## config.mk

```make
export PLATFORM = sky130hd
export DESIGN_NAME = framebuffer_write
export DESIGN_NICKNAME = d
export VERILOG_FILES = /design/src/rtl/framebuffer_write.sv
export SDC_FILE = /design/constraint.sdc
export NUM_CORES = 1
export LEC_CHECK = 0
export ABC_CLOCK_PERIOD_IN_PS = 1400
export BUFFER_PORTS_ARGS = -buffer_cell sky130_fd_sc_hd__buf_2
export CORE_MARGIN = 2
export CORE_UTILIZATION = 45
export DETAILED_ROUTE_END_ITERATION = 6
export PLACE_DENSITY = 0.74
export SYNTH_ARGS = -nofsm -noshare
export SYNTH_HDL_FRONTEND = slang
export SYNTH_SLANG_ARGS = --single-unit
```

## constraint.sdc

```tcl
create_clock -name clk_in -period 1.4 [get_ports clk_in]
set_input_delay 0.14 -clock clk_in [delete_from_list [all_inputs] [get_ports clk_in]]
set_output_delay 0.14 -clock clk_in [all_outputs]
set_load 0.03 [all_outputs]
```

## src/rtl/framebuffer_write.sv

```systemverilog
// Row writer: turns a per-row pixel byte stream into byte-lane writes on framebuffer RAM port A.
// Latency: a byte accepted at clock edge N is written during the cycle that follows edge N.
// Backpressure: data_ready (= busy) is high only while a row is being received; bytes seen in IDLE are dropped.
module framebuffer_write #(
    parameter int PIXEL_WIDTH      = 64,
    parameter int PIXEL_HALFHEIGHT = 16,
    parameter int BYTES_PER_PIXEL  = 2,
    localparam int HALF_BITS   = $clog2(PIXEL_HALFHEIGHT),
    localparam int COL_BITS    = $clog2(PIXEL_WIDTH),
    localparam int LANE_BITS   = $clog2(2 * BYTES_PER_PIXEL),
    localparam int ROW_BITS    = $clog2(2 * PIXEL_HALFHEIGHT),
    localparam int ADDR_A_BITS = HALF_BITS + COL_BITS + LANE_BITS
) (
    input  logic                   clk_in,
    input  logic                   reset,
    input  logic                   row_start,
    input  logic [ROW_BITS-1:0]    row_address,
    input  logic [7:0]             data_in,
    input  logic                   data_valid,
    output logic                   data_ready,
    output logic                   busy,
    output logic                   row_done,
    output logic [ADDR_A_BITS-1:0] ram_address,
    output logic [7:0]             ram_data_out,
    output logic                   ram_write_enable,
    output logic                   ram_clk_enable
);

    // Byte index within a pixel; kept at least one bit wide so single-byte pixels still elaborate.
    localparam int BYTE_BITS = (BYTES_PER_PIXEL > 1) ? $clog2(BYTES_PER_PIXEL) : 1;

    typedef enum logic {
        S_IDLE    = 1'b0,
        S_RECEIVE = 1'b1
    } state_t;

    state_t                 r_state;
    logic [HALF_BITS-1:0]   r_half_row;
    logic                   r_half;
    logic [COL_BITS-1:0]    r_col;
    logic [BYTE_BITS-1:0]   r_byte;
    logic                   r_busy;
    logic                   r_row_done;
    logic [ADDR_A_BITS-1:0] r_ram_address;
    logic [7:0]             r_ram_data;
    logic                   r_ram_we;

    logic [LANE_BITS-1:0]   w_lane;
    logic                   w_last_byte;
    logic                   w_pixel_done;

    // Lane inside the port-B word: top half takes the low lanes, bottom half the high lanes,
    // and the first (most significant) byte of a pixel lands in the highest lane of its half.
    always_comb begin
        w_lane       = LANE_BITS'(r_half ? BYTES_PER_PIXEL : 0)
                     + LANE_BITS'(BYTES_PER_PIXEL - 1)
                     - LANE_BITS'(r_byte);
        w_pixel_done = (r_byte == BYTE_BITS'(BYTES_PER_PIXEL - 1));
        w_last_byte  = w_pixel_done && (r_col == COL_BITS'(PIXEL_WIDTH - 1));
    end

    // Row FSM with registered write-port outputs; row_start always takes priority over data.
    always_ff @(posedge clk_in or posedge reset) begin
        if (reset) begin
            r_state       <= S_IDLE;
            r_half_row    <= '0;
            r_half        <= 1'b0;
            r_col         <= '0;
            r_byte        <= '0;
            r_busy        <= 1'b0;
            r_row_done    <= 1'b0;
            r_ram_address <= '0;
            r_ram_data    <= '0;
            r_ram_we      <= 1'b0;
        end else begin
            r_ram_we   <= 1'b0;
            r_row_done <= 1'b0;
            if (row_start) begin
                // New row (or abort of the current one): any coincident byte is dropped.
                r_state    <= S_RECEIVE;
                r_busy     <= 1'b1;
                r_half_row <= row_address[HALF_BITS-1:0];
                r_half     <= row_address[ROW_BITS-1];
                r_col      <= '0;
                r_byte     <= '0;
            end else begin
                case (r_state)
                    S_IDLE: begin
                        r_busy <= 1'b0;
                    end
                    S_RECEIVE: begin
                        if (data_valid) begin
                            r_ram_address <= {r_half_row, r_col, w_lane};
                            r_ram_data    <= data_in;
                            r_ram_we      <= 1'b1;
                            if (w_last_byte) begin
                                // Leave before the counters could wrap; busy drops with the final write.
                                r_state    <= S_IDLE;
                                r_busy     <= 1'b0;
                                r_row_done <= 1'b1;
                                r_col      <= '0;
                                r_byte     <= '0;
                            end else if (w_pixel_done) begin
                                r_byte <= '0;
                                r_col  <= r_col + COL_BITS'(1);
                            end else begin
                                r_byte <= r_byte + BYTE_BITS'(1);
                            end
                        end
                    end
                    default: begin
                        r_state <= S_IDLE;
                        r_busy  <= 1'b0;
                    end
                endcase
            end
        end
    end

    assign busy             = r_busy;
    assign data_ready       = r_busy;
    assign row_done         = r_row_done;
    assign ram_address      = r_ram_address;
    assign ram_data_out     = r_ram_data;
    assign ram_write_enable = r_ram_we;
    assign ram_clk_enable   = r_ram_we;

endmodule

```

Word-level counts from Yosys, hierarchy flattened
Cells that the tools add are included.

Bits in registers: 36. Latch bits: 0. Memory bits (writable): 0. Bits in read-only memories: 0. Output and inout bits: 25. Word-level logic and storage cells: 53. Memories: 0.

Add/subtract/negate cells: 4. Multipliers: 0. Div/mod/pow operators: 0. Order comparisons: 0. Eq/ne operators: 3. Shift operators: 0. Muxes and demuxes: 26. Bitwise logic cells: 2. Reduce and logical (&&, ||, !) cells: 8.

Operators with widths (count): 6-bit 2-to-1 mux (5); 1-bit 2-to-1 mux (19); 6-bit by 1-bit adder with 6-bit output (second input constant) (1); 6-bit equality test (second input constant) (1); 3-bit AND reduction (2); 2-bit AND reduction (2); 2-bit nonzero test (2); 3-bit by 2-bit inequality test with 1-bit output (second input constant) (1); 3-bit inequality test (second input constant) (1); 3-bit nonzero test (1); 2-bit by 1-bit adder with 2-bit output (second input constant) (1); 2-bit 2-to-1 mux (1); 1-bit NOT (2); 1-bit case mux with 2 select lines (1); 2-bit by 1-bit subtractor with 2-bit output (1); 1-bit adder (second input constant) (1); 1-bit logical AND (1).

Longest topological paths before layout
Depth after elaboration: 6. Mapped depth: 5.

Least setup slack after synthesis
No wires, ideal clock.

Path type: register -> register. From: register r_col[0]. To: register r_busy (netlist: busy). Library setup time: 120 ps. Arrival: 1220 ps. Data required time: 1280 ps. Path slack: 60 ps. Cell stages (with the launch flop): 5. Buffers on the path: 0. Period minus slack after synthesis: 1340 ps. Cell sequence: dfrtp_1 > ha_1 > nand4_1 > or3_1 > a31o_2.

Longest elaborated chain between the ends: 4.

RTL lines: start: declaration (line 40) `logic [COL_BITS-1:0] r_col;`; start signal: assignment (line 105) `r_col <= r_col + COL_BITS'(1);`; 6-bit equality test (line 59) `w_last_byte = w_pixel_done && (r_col == COL_BITS'(PIXEL_WIDTH - 1));`; 1-bit logical AND (line 59); 3-bit by 2-bit inequality test with 1-bit output (no source line); 2-bit AND reduction (no source line); end signal: assignment (line 70) `r_busy <= 1'b0;`; end signal: assignment (line 81) `r_busy <= 1'b1;`; end signal: assignment (line 89) `r_busy <= 1'b0;`; end: declaration (line 42) `logic r_busy;`.

No other way between the ends. A chain may end at the register's enable or synchronous reset.

Worst setup path in the final report
Ends and elaborated chain as after synthesis.

==> flow_summary.json <==
{
  "status": "completed",
  "yosys.area.top_type": "dfrtp_1",
  "synthCells": 104,
  "leakagePower_nw": 0.900,
  "crit_path_cell_trace": "ha_2 > nand4_1 > or3_4 > a31o_2",
  "dpl_cell_area_um2": 1710,
  "period_share_pct": 98.8,
  "postSynthAreaPerCell_um2": 13.7,
  "htree_levels": 2,
  "synth_mux_area_share_pct": 19.6,
  "cap_viol_max_count": 0,
  "drive_gt1_share_pct": 55.8,
  "synthAdderAreaFrac_pct": 0.876,
  "wire_per_inst_um": 13.1,
  "ant_nets": 0,
  "ys_types": 23,
  "die_area_um2": 3640,
  "dp.cells": 190,
  "coreArea_um2": 3030,
  "vias_per_cell": 4.91,
  "first_pass_iters": 3,
  "arrival_ps": 1620,
  "rsz0062_at_grt": "yes",
  "io_pins": 42,
  "finish.utilization_pct": 59.8,
  "slew_violations": 0,
  "diodes": 0,
  "worstPathMaxFanout": 3,
  "cts_tree": "built",
  "vias": 982,
  "worstPathRequired_ps": 1640,
  "synth-simple-area-share_pct": 6.40,
  "synth_top_family_by_area": "multiplexers",
  "yosys.area.top_type_share_pct": 63.1,
  "clk_pin_slew_ps": 100,
  "routabilityCongestion": 0.846,
  "grt_max_degree": 37,
  "start_util_pct": 47.1,
  "die_w_um": 60.3,
  "fmax_mhz": 723,
  "synth_nets": 122,
  "area_growth_pct": 26.9,
  "setup_viol": 0,
  "period_needed_ps": 1380,
  "crit_type": "flip-flop to flip-flop",
  "insertion_delay_ps": 330,
  "yosys_warnings": 0,
  "synth_compound_gate_area_share_pct": 4.73,
  "dieHeight_um": 60.3,
  "synth-seq-area-share_pct": 63.1,
  "cts_root_buf": "clkbuf_4",
  "min_path_type": "primary input to flip-flop",
  "grt_use_total_pct": 16.8,
  "end_kind": "flip-flop",
  "nFillCells": 256,
  "finalInstanceArea_um2": 1810,
  "drc_errors": 0,
  "clock_skew_ps": 9.34,
  "grt-ovfl-total": 0,
  "start_kind": "flip-flop",
  "hpwl_um": 1880,
  "cp_slowest_stage_delay_ps": 390,
  "ir_drop_uv": 662,
  "yosys-top-cells-area": "dfrtp_1 63%, mux2_2 19%, xor2_1 1.8%",
  "slowest_stage": "dfrtp_1",
  "finalHoldViolCount": 0,
  "antenna_found_initial": 0,
  "numPortBuffers": 41,
  "ys_ff_latch": 36,
  "cts_max_path_buffers": 2,
  "final_cells": 200,
  "clkSinkCount": 36,
  "grt_pass1_wl_um": 4370,
  "first_global_vias": 1003,
  "relSlewSlack_pct": 69.8,
  "worst_pin_slew_ps": 453,
  "std_cell_rows": 20,
  "power_density_nw_per_um2": 1220,
  "syn_area_um2": 1430,
  "numCtsBuffers": 5,
  "drt-initial-drc-count": 23,
  "nets": 174,
  "synth_xor_xnor_area_share_pct": 1.84,
  "wirelength_um": 2610
}
## area by class of cell
class	instances	area (um^2)	share of cell area, %
Clock buffer	7	65.1	3.59
Inverter	4	15.0	0.829
Multi-Input combinational cell	58	490	27.1
Sequential cell	36	903	49.9
Tap cell	44	55.1	3.04
Timing Repair Buffer	51	283	15.6
## per-stage QoR
step	hold slack (ps)	total power, mW	setup WS, ps	TNS [ps]
CTS	7.39	2.24	13.2	0
floorplan	291	1.49	60.1	0
detailed placement	266	1.63	-1.29	-1.29
global route	11.5	2.33	-44.5	-76.5
global placement	251	1.61	61.5	0
finish	26.5	2.21	17.3	0
## worst max-delay path: cells and delay by family, from the launching register on
family | cells | cell delay (ps)
simple gates | 2 | 460
fa+ha+maj | 1 | 200
flops | 1 | 390
compound gates | 1 | 250
## cell usage in the layout (no fill, tap or decap), drive strengths merged
master       count
a21oi            3
nor3             1
a31oi            1
buf             50
nor2             4
or3              3
clkbuf           7
nand2            4
xor2             3
a21o             1
mux2            24
or4              1
nand3b           1
mux2i            1
o31ai            2
nand4            2
inv              4
a31o             1
nand3            2
dfrtp           36
dlygate4sd3      1
o21ai            3
ha               1
## per-layer routing
metal,GRT usage [%],vias up,routed length (um)
met4,9.52,0,58
met1,19.2,476,1120
met5,0,-,0
met2,28.4,33,1310
li1,-,465,-
met3,4.55,8,129
## repair_timing
item                                    in CTS  in global routing
endpoints found under the setup margin       4                  5
hold buffers                                 1                  0
setup buffers                                2                  0
resized for setup                            0                  5
endpoints found under the hold margin       36                  0
## logic make-up after synthesis
kind of cell	Yosys count
flip-flops	36
multiplexers	25
AND/OR/NAND/NOR	18
AO/OA/AOI/OAI	11
buffers and inverters	10
XOR/XNOR	3
adder cells (fa/ha/maj)	1
## state kept, by name (all words and copies together), names as in the netlist
| register | count |
|---|---|
| r_half | 1 |
| ram_address | 12 |
| r_byte | 1 |
| r_half_row | 4 |
| busy | 1 |
| r_state | 1 |
| r_col | 6 |
| ram_clk_enable | 1 |
| row_done | 1 |
| ram_data_out | 8 |
## power by group
group	total, mW	internal, mW	switching [mW]	leakage [nW]
Combinational	0.430	0.162	0.268	0.417
Sequential	1.18	1.13	0.0476	0.445
Clock	0.601	0.285	0.317	0.0374
## path summary, 6_finish.rpt
check	start	to	slack, ps	cells after the start
min	row_address[1]	r_half_row[1]	30	2
min in group asynchronous	reset	ram_data_out[4]	440	4
max reg2reg	r_col[0]	busy	20	4
max in group asynchronous	reset	r_byte	620	4
max	r_col[0]	busy	20	4
min reg2reg	ram_address[0]	ram_address[0]	490	2
## Yosys cell counts
cell type / n
nand3_1: 2
a21o_1: 1
dfrtp_1: 36
nor2_1: 4
mux2i_1: 1
nor3_1: 1
clkbuf_1: 1
inv_1: 4
mux2_2: 24
xor2_1: 3
ha_1: 1
a21oi_1: 3
nand4_1: 2
o21ai_0: 3
a31oi_1: 1
or4_1: 1
nand3b_1: 1
buf_2: 3
or3_1: 3
buf_4: 2
a31o_2: 1
o31ai_1: 2
nand2_1: 4
Note: power is estimated with default switching activity, not from simulation.
